File: src/rtl/ecat_pkg.sv
// Shared definitions for the EtherCAT datagram parser: command codes,
// header/WKC byte counts, LEN field width and the parser state type.
// The DROP state only exists when ECAT_DG_LEN_CHECK_EN is defined.
package ecat_pkg;

  localparam logic [7:0] CMD_LRD = 8'h0A;
  localparam logic [7:0] CMD_LWR = 8'h0B;
  localparam logic [7:0] CMD_LRW = 8'h0C;

  localparam int HDR_BYTES = 10;
  localparam int WKC_BYTES = 2;
  localparam int LEN_W     = 11;

  typedef enum logic [3:0] {
    IDLE,
    CMD,
    IDX,
    ADR0,
    ADR1,
    ADR2,
    ADR3,
    LEN0,
    LEN1,
    IRQ0,
    IRQ1,
    DATA,
    WKC0,
    WKC1
`ifdef ECAT_DG_LEN_CHECK_EN
    ,
    DROP
`endif
  } dg_state_t;

  // True for the logical-addressed commands that the FMMU stage maps.
  function automatic logic is_logic_cmd(input logic [7:0] cmd);
    return (cmd == CMD_LRD) || (cmd == CMD_LWR) || (cmd == CMD_LRW);
  endfunction

endpackage

File: src/rtl/ecat_dg_logic_parser.sv
// EtherCAT datagram header parser and logical-address generator.
// Walks the datagram byte stream, captures command/address/length and
// emits one registered logical address per data byte for the FMMU mapper.
// Optional oversize-length drop: define ECAT_DG_LEN_CHECK_EN.
module ecat_dg_logic_parser #(
  parameter int MAX_DG_LEN = 1486,
  parameter bit LOG_ONLY   = 1'b1
) (
  input  logic        clk,
  input  logic        rst,
  input  logic        rx_sof,
  input  logic        rx_valid,
  input  logic [7:0]  rx_data,
  input  logic        rx_eof,
  output logic [7:0]  dg_cmd,
  output logic        dg_is_logic,
  output logic [10:0] dg_len,
  output logic        dg_more,
  output logic [31:0] log_addr,
  output logic [7:0]  data_byte,
  output logic        data_valid,
  output logic        data_first,
  output logic        data_last,
  output logic        wkc_valid,
  output logic        dg_done,
  output logic        dg_err
);

  import ecat_pkg::*;

`ifdef ECAT_DG_LEN_CHECK_EN
  localparam logic [LEN_W-1:0] MAX_LEN_C = LEN_W'(MAX_DG_LEN);
`endif

  dg_state_t         state_q, state_n;
  logic [7:0]        cmd_q, cmd_n;
  logic [31:0]       addr_q, addr_n;
  logic [7:0]        len_lo_q, len_lo_n;
  logic [LEN_W-1:0]  cnt_q, cnt_n;

  logic [7:0]        dg_cmd_n;
  logic              dg_is_logic_n;
  logic [LEN_W-1:0]  dg_len_n;
  logic              dg_more_n;
  logic [31:0]       log_addr_n;
  logic [7:0]        data_byte_n;
  logic              data_valid_n, data_first_n, data_last_n;
  logic              wkc_valid_n, dg_done_n, dg_err_n;
  logic              eof_quiet, in_drop, byte_on, last_byte;

  // State register.
  always_ff @(posedge clk or posedge rst) begin
    if (rst) state_q <= IDLE;
    else     state_q <= state_n;
  end

  // Next-state and next-value logic: framing errors first, then byte parsing.
  always_comb begin
    state_n       = state_q;
    cmd_n         = cmd_q;
    addr_n        = addr_q;
    len_lo_n      = len_lo_q;
    cnt_n         = cnt_q;
    dg_cmd_n      = dg_cmd;
    dg_is_logic_n = dg_is_logic;
    dg_len_n      = dg_len;
    dg_more_n     = dg_more;
    log_addr_n    = log_addr;
    data_byte_n   = data_byte;
    data_valid_n  = 1'b0;
    data_first_n  = 1'b0;
    data_last_n   = 1'b0;
    wkc_valid_n   = 1'b0;
    dg_done_n     = 1'b0;
    dg_err_n      = 1'b0;
    byte_on       = 1'b0;
    last_byte     = 1'b0;
    eof_quiet     = (state_q == CMD);
    in_drop       = 1'b0;
`ifdef ECAT_DG_LEN_CHECK_EN
    if (state_q == DROP) begin
      eof_quiet = 1'b1;
      in_drop   = 1'b1;
    end
`endif

    if (state_q == IDLE) begin
      if (rx_valid && rx_sof) begin
        cmd_n   = rx_data;
        state_n = IDX;
      end
    end else if (rx_eof) begin
      if (state_q == WKC1 && rx_valid) begin
        wkc_valid_n = 1'b1;
        dg_done_n   = 1'b1;
      end else if (!eof_quiet) begin
        dg_err_n = 1'b1;
      end
      state_n = IDLE;
    end else if (rx_valid && rx_sof && !in_drop) begin
      dg_err_n = 1'b1;
      cmd_n    = rx_data;
      state_n  = IDX;
    end else if (rx_valid) begin
      case (state_q)
        CMD: begin
          cmd_n   = rx_data;
          state_n = IDX;
        end
        IDX:  state_n = ADR0;
        ADR0: begin addr_n[7:0]   = rx_data; state_n = ADR1; end
        ADR1: begin addr_n[15:8]  = rx_data; state_n = ADR2; end
        ADR2: begin addr_n[23:16] = rx_data; state_n = ADR3; end
        ADR3: begin addr_n[31:24] = rx_data; state_n = LEN0; end
        LEN0: begin len_lo_n = rx_data; state_n = LEN1; end
        LEN1: begin
          dg_cmd_n      = cmd_q;
          dg_is_logic_n = is_logic_cmd(cmd_q);
          dg_len_n      = {rx_data[2:0], len_lo_q};
          dg_more_n     = rx_data[7];
          state_n       = IRQ0;
`ifdef ECAT_DG_LEN_CHECK_EN
          if ({rx_data[2:0], len_lo_q} > MAX_LEN_C) begin
            dg_err_n = 1'b1;
            state_n  = DROP;
          end
`endif
        end
        IRQ0: state_n = IRQ1;
        IRQ1: begin
          cnt_n   = '0;
          state_n = (dg_len != '0) ? DATA : WKC0;
        end
        DATA: begin
          byte_on      = LOG_ONLY ? dg_is_logic : 1'b1;
          last_byte    = (cnt_q == dg_len - 11'd1);
          log_addr_n   = addr_q + 32'(cnt_q);
          data_byte_n  = rx_data;
          data_valid_n = byte_on;
          data_first_n = byte_on && (cnt_q == '0);
          data_last_n  = byte_on && last_byte;
          cnt_n        = cnt_q + 11'd1;
          if (last_byte) state_n = WKC0;
        end
        WKC0: begin
          wkc_valid_n = 1'b1;
          state_n     = WKC1;
        end
        WKC1: begin
          wkc_valid_n = 1'b1;
          dg_done_n   = 1'b1;
          state_n     = dg_more ? CMD : IDLE;
        end
        default: ;
      endcase
    end
  end

  // Header capture, address counter and registered output strobes.
  always_ff @(posedge clk or posedge rst) begin
    if (rst) begin
      cmd_q       <= '0;
      addr_q      <= '0;
      len_lo_q    <= '0;
      cnt_q       <= '0;
      dg_cmd      <= '0;
      dg_is_logic <= 1'b0;
      dg_len      <= '0;
      dg_more     <= 1'b0;
      log_addr    <= '0;
      data_byte   <= '0;
      data_valid  <= 1'b0;
      data_first  <= 1'b0;
      data_last   <= 1'b0;
      wkc_valid   <= 1'b0;
      dg_done     <= 1'b0;
      dg_err      <= 1'b0;
    end else begin
      cmd_q       <= cmd_n;
      addr_q      <= addr_n;
      len_lo_q    <= len_lo_n;
      cnt_q       <= cnt_n;
      dg_cmd      <= dg_cmd_n;
      dg_is_logic <= dg_is_logic_n;
      dg_len      <= dg_len_n;
      dg_more     <= dg_more_n;
      log_addr    <= log_addr_n;
      data_byte   <= data_byte_n;
      data_valid  <= data_valid_n;
      data_first  <= data_first_n;
      data_last   <= data_last_n;
      wkc_valid   <= wkc_valid_n;
      dg_done     <= dg_done_n;
      dg_err      <= dg_err_n;
    end
  end

endmodule

File: config.mk
export PLATFORM = sky130hd
export DESIGN_NAME = ecat_dg_logic_parser
export DESIGN_NICKNAME = d
export VERILOG_FILES = /design/src/rtl/ecat_pkg.sv /design/src/rtl/ecat_dg_logic_parser.sv
export SDC_FILE = /design/constraint.sdc
export NUM_CORES = 1
export LEC_CHECK = 0
export ABC_CLOCK_PERIOD_IN_PS = 4500
export CORE_AREA = 2 2 138 174
export DETAILED_ROUTE_END_ITERATION = 10
export DIE_AREA = 0 0 140 176
export GPL_TIMING_DRIVEN = 0
export PLACE_DENSITY_LB_ADDON = 0.15
export REMOVE_ABC_BUFFERS = 1
export SLEW_MARGIN = 10
export SYNTH_ARGS = -nofsm -noshare
export SYNTH_HDL_FRONTEND = slang
export SYNTH_SLANG_ARGS = --single-unit
File: constraint.sdc
create_clock -name clk -period 4.5 [get_ports clk]
set_input_delay 0.9 -clock clk [delete_from_list [all_inputs] [get_ports clk]]
set_output_delay 0.9 -clock clk [all_outputs]
set_load 0.02 [all_outputs]
**Word level (Yosys, flattened, before mapping)**

Cells that the tools add are included.
Widths: inputs -> output; s select.

- Bits in registers: 130
- Latch bits: 0
- Bits in writable memories: 0
- Bits in read-only memories: 0
- Input port bits: 13
- Output and inout bits: 67
- Word-level logic and storage cells: 118
- Memories kept: 0

- Add/subtract/negate cells: 3
- Multipliers: 0
- Divide/modulo/power cells: 0
- Order comparisons: 0
- Equal/unequal tests: 20
- Shift operators: 0
- Mux-type cells: 47
- Bitwise gates (word level): 3
- Reductions and logical operators: 25

Operators by type and width:

| cell | count |
|---|---|
| $pmux 4 s13 | 1 |
| $mux 8 | 6 |
| $reduce_and 5->1 | 8 |
| $add 32x11->32 | 1 |
| $mux 1 | 32 |
| $eq 4x4->1 const B | 6 |
| $eq 8x4->1 const B | 3 |
| $mux 4 | 6 |
| $pmux 11 s2 | 1 |
| $eq 4x3->1 const B | 4 |
| $reduce_bool 15->1 | 1 |
| $add 11x1->11 const B | 1 |
| $eq 11x11->1 | 1 |
| $logic_not 11->1 | 1 |
| $reduce_bool 11->1 | 1 |
| $sub 11x1->11 const B | 1 |
| $eq 4x2->1 const B | 2 |
| $reduce_and 4->1 | 2 |
| $reduce_bool 2->1 | 3 |
| $eq 4x1->1 const B | 1 |
| $logic_and 1x1->1 | 4 |
| $logic_not 4->1 | 1 |
| $ne 2x1->1 const B | 2 |
| $ne 4x4->1 const B | 1 |
| other kinds (5) | 8 |

**Logic depth before layout (Yosys ltp)**

- Depth in word-level cells: 8
- Mapped depth: 9
- Depth with buffers taken out: 9

**Worst setup path after synthesis**

Ideal clock, no wire load.

- Kind: input to register
- From: input rx_valid
- To: register len_lo_q[0]
- Setup time: 0.125 ns
- Data arrival time: 2.341 ns
- Data required time: 4.375 ns
- Path slack: 2.034 ns
- Stages on the path: 6
- Buffers on the path: 2
- Cells stage by stage: buf_2 nor3b_2 nor3b_1 and3_1 buf_2 mux2_2

- Cells in the longest elaborated chain, start to end: 3

RTL lines:

| what | RTL line | source |
|---|---|---|
| start: declaration | ecat_dg_logic_parser.sv:12 | `input logic rx_valid,` |
| $logic_and 1x1->1 | ecat_dg_logic_parser.sv:100 | `end else if (rx_valid && rx_sof && !in_drop) begin` |
| $not 1->1 (no line) | n/a |  |
| $reduce_and 5->1 (no line) * | n/a |  |
| end signal: assignment | ecat_dg_logic_parser.sv:181 | `len_lo_q <= len_lo_n;` |
| end: declaration | ecat_dg_logic_parser.sv:38 | `logic [7:0] len_lo_q, len_lo_n;` |

Mark *: on every way between the ends. The rest lies on a longest branch, timed or not.
A chain may end at the register's enable or synchronous reset.

**Worst setup path in the final report**

- From: input rx_valid
- To: register data_first

- Cells in the longest elaborated chain, start to end: 4

RTL lines:

| what | RTL line | source |
|---|---|---|
| $mux 1 / $logic_and 1x1->1 (equally long branches) | ecat_dg_logic_parser.sv:104, ecat_dg_logic_parser.sv:100 |  |
| $mux 1 * | ecat_dg_logic_parser.sv:100 |  |
| $mux 1 * | ecat_dg_logic_parser.sv:92 | `end else if (rx_eof) begin` |
| $mux 1 * | ecat_dg_logic_parser.sv:87 | `if (state_q == IDLE) begin` |
| named net data_first_n | ecat_dg_logic_parser.sv:47 | `logic data_valid_n, data_first_n, data_last_n;` |
| end signal: assignment | ecat_dg_logic_parser.sv:190 | `data_first <= data_first_n;` |
| end: declaration | ecat_dg_logic_parser.sv:22 | `output logic data_first,` |

The timed path passes the listed nets; every way through them passes the cells marked *.

==> results.sh <==
export IMPL_run_status="complete, but fails checks"
export IMPL_synth_top_area_frac=0.4771
export IMPL_n_antenna_cell=0
export IMPL_grt_antenna_before_repair=0
export IMPL_ys_async_sr_fraction=1.000
export IMPL_layout_nets=765
export IMPL_post_cts_buffers=0
export IMPL_grt_pass1_vias=5170
export IMPL_crit_chain="clkdlybuf4s50_1 > nor3b_2 > and3_1 > nand2_1 > inv_1 > and3_1"
export IMPL_powerDensity_nw_per_um2=437.4
export IMPL_die_y_um=176
export IMPL_drt_antenna_net_count=0
export IMPL_worst_r2r_path_depth=7
export IMPL_core_area_sq_um=22880
export IMPL_drt_vias_per_instance=5.044
export IMPL_share_of_the_clock_period_used_by_the_worst_path_after_layout=0.7245
export IMPL_synth_area_top_cells="sky130_fd_sc_hd__dfrtp_1 48%, sky130_fd_sc_hd__mux2_2 12%, sky130_fd_sc_hd__nand2_1 5.0%, sky130_fd_sc_hd__ha_1 2.8%, sky130_fd_sc_hd__xnor2_1 2.7%"
export IMPL_critical_path_required_ns=4.85
export IMPL_yosysWarnings=0
export IMPL_cts_repair_resize_count=0
export IMPL_max_cap_violations=0
export IMPL_violations="DRC"
export IMPL_dr_total_vias=5231
export IMPL_post_detailed_route_wirelength_per_cell_um=16.74
export IMPL_cts_buffers=17
export IMPL_mappedNetlistArea_sq_um=6819
export IMPL_maxClockFrequency_mhz=306.7
export IMPL_holdPathStages=2
export IMPL_crit_path_top_delay_cell="sky130_fd_sc_hd__and3_1"
export IMPL_syn_inst=662
export IMPL_rsz0062_at_grt="no"
export IMPL_synth_yosys_seq_area_share=0.4771
export IMPL_lkg_pwr_nw=3.737
export IMPL_worst_path_most_repeated_cell="sky130_fd_sc_hd__and3_1"
export IMPL_capturing_element_type_of_the_critical_path="flip-flop"
export IMPL_root_buffer="sky130_fd_sc_hd__clkbuf_16"
export IMPL_grt_start_max_net_pins=88
export IMPL_cpPeakStageDelay_ns=0.97
export IMPL_number_of_register_bits_inferred_by_synthesis=130
export IMPL_initial_core_utilization=0.2980
export IMPL_yosysTopAreaCell="sky130_fd_sc_hd__dfrtp_1"
export IMPL_std_cell_rows=62
export IMPL_highest_count_cells_in_the_layout_ignoring_fill_and_taps="130 x sky130_fd_sc_hd__dfrtp_1, 91 x sky130_fd_sc_hd__nand2_1, 79 x sky130_fd_sc_hd__clkdlybuf4s50_1, 72 x sky130_fd_sc_hd__mux2_2, 36 x sky130_fd_sc_hd__o21ai_0"
export IMPL_critical_path_class="input pin to flip-flop"
export IMPL_start_kind="input pin"
export IMPL_drc_errors=4
export IMPL_slew_violations=0
export IMPL_num_io_pins=80
export IMPL_grt_util_all_layers=0.1451
export IMPL_areaGrowthSynthToFinish_pct=25.38
export IMPL_final_hold_viol_count=0
export IMPL_finalHoldWorstSlack_ns=0.4775
export IMPL_setup_tns_final_ns=0
export IMPL_die_width_um=140
export IMPL_totalWireLength_um=17360
export IMPL_gr_total_overflow=0
export IMPL_io_port_bufs=79
export IMPL_clkSinkCount=130
export IMPL_finalSetupViolCount=0
export IMPL_final_period_minus_worst_setup_slack_ns=3.260
export IMPL_maximum_buffer_depth_of_the_clock_tree=2
export IMPL_full_die_area_sq_um=24640
export IMPL_ctsHtreeMaxLevel=4
export IMPL_insertion_delay_ns=0.42
export IMPL_tightestPinTransition_ns=1.094
export IMPL_synth_enable_flop_cells=0
export IMPL_fin_worst_skew_ns=0.009680
export IMPL_drt_iter0_drc=254
export IMPL_worst_endpoint_arrival_ns=3.61
export IMPL_hold_buffers=0
export IMPL_gp_congestion=0.8065
export IMPL_synth_flop_cell="sky130_fd_sc_hd__dfrtp_1"
export IMPL_worst_setup_hold_path_clk_slew_ns=0.06
export IMPL_first_pass_iters=8
export IMPL_synthesis_area_per_instance_sq_um=10.30
export IMPL_grt_first_pass_wirelength_um=28190
export IMPL_hold_path_class="flip-flop to flip-flop"
export IMPL_critical_path_peak_fanout=27
export IMPL_cts_tree="built"
export IMPL_dp_hpwl_um=12330
export IMPL_yosysUniqueCellTypes=65
export IMPL_layout_drive_gt1_share=0.1642
export IMPL_peakVddDrop_v=0.0002772
export IMPL_most_common_library_cell_in_the_layout_ignoring_fill_and_taps="sky130_fd_sc_hd__dfrtp_1"
export IMPL_timing_slew_headroom=0.2707
[per-stage QoR]
stage	std cells	setup slack (ns)	total power, mW	instance area (sq um)	util
final	1037	1.240	3.739	8549	0.3736
after global routing	1037	1.010	3.949	8549	0.3736
after CTS	1036	1.132	3.783	8534	0.3729
after detailed placement	1004	0.6806	2.391	7945	0.3472
after global placement	1001	-1.807	2.356	7860	0.3435
after floorplan	634	0.1307	2.131	6709	-
[cell type report]
type | instances | area (sq um)
Sequential cell | 130 | 3253
Timing Repair Buffer | 83 | 865.8
Clock buffer | 19 | 452.9
Fill cell | 2249 | 14340
Inverter | 16 | 65.06
Tap cell | 288 | 360.3
Multi-Input combinational cell | 488 | 3416
Clock inverter | 13 | 136.4
[final timing paths]
check | from | to | slack (ns)
hold reg to reg | log_addr[9]$_DFFE_PP0P_ | log_addr[9]$_DFFE_PP0P_ | 0.48
min in group asynchronous | rst | dg_cmd[5]$_DFFE_PP0P_ | 0.86
hold / removal | log_addr[9]$_DFFE_PP0P_ | log_addr[9]$_DFFE_PP0P_ | 0.48
max in group asynchronous | rst | addr_q[27]$_DFFE_PP0P_ | 2.84
setup / recovery | rx_valid | data_first$_DFF_PP0_ | 1.24
setup reg to reg | cnt_q[2]$_DFFE_PP0P_ | log_addr[19]$_DFFE_PP0P_ | 1.67
[registers in the layout, summed over array words and instances, names as in the netlist]
signal	flops
addr_q	32
cmd_q	8
cnt_q	11
data_byte	8
data_first	1
data_last	1
data_valid	1
dg_cmd	8
dg_done	1
dg_err	1
dg_is_logic	1
dg_len	11
dg_more	1
len_lo_q	8
log_addr	32
state_q	4
wkc_valid	1
[power by group]
| group | internal [mW] | leakage (nW) | switching [mW] |
|---|---|---|---|
| clock | 0.841 | 0.269 | 0.529 |
| combinational | 0.373 | 1.72 | 0.355 |
| sequential | 1.39 | 1.75 | 0.256 |
[cell usage after synthesis (4+ instances only)]
cell and count:
sky130_fd_sc_hd__nor2_1 30, sky130_fd_sc_hd__o21a_1 5, sky130_fd_sc_hd__mux2i_1 10, sky130_fd_sc_hd__nand4_1 12
sky130_fd_sc_hd__mux2_2 72, sky130_fd_sc_hd__nor3b_1 10, sky130_fd_sc_hd__nand3_1 27, sky130_fd_sc_hd__inv_1 16
sky130_fd_sc_hd__dfrtp_1 130, sky130_fd_sc_hd__nor4_1 5, sky130_fd_sc_hd__and3_1 16, sky130_fd_sc_hd__buf_2 4
sky130_fd_sc_hd__a21o_1 9, sky130_fd_sc_hd__nor3_1 13, sky130_fd_sc_hd__xor2_1 13, sky130_fd_sc_hd__and2_1 10
sky130_fd_sc_hd__ha_1 15, sky130_fd_sc_hd__nor2b_1 5, sky130_fd_sc_hd__clkbuf_1 22, sky130_fd_sc_hd__o21ai_0 36
sky130_fd_sc_hd__nand4b_1 4, sky130_fd_sc_hd__nand2_1 91, sky130_fd_sc_hd__a21oi_1 25, sky130_fd_sc_hd__xnor2_1 21
sky130_fd_sc_hd__a211oi_1 7
[worst max-delay path: cells and delay by family]
kind	cells	cell delay, ns
buffers and inverters	2	0.85
and+or+nand+nor	4	1.84
[per-layer routing]
metal / routed length (um) / track usage / vias up
li1: - / - / 2527
met1: 7926 / 0.1846 / 2564
met2: 8465 / 0.2447 / 119
met3: 609 / 0.02685 / 21
met4: 363 / 0.05808 / 0
met5: 0 / 0 / -
[cells by family (layout without fill, tap and decap cells)]
kind of cell	after synthesis	count (layout)	share of synthesized area
AO/OA/AOI/OAI	117	117	0.1117
XOR/XNOR	34	34	0.04367
adder cells (fa/ha/maj)	16	16	0.03046
buffers and inverters	44	131	0.02496
flip-flops	130	130	0.4771
multiplexers	82	82	0.1336
AND/OR/NAND/NOR	239	239	0.1785
(Power assumes the default switching activity.)
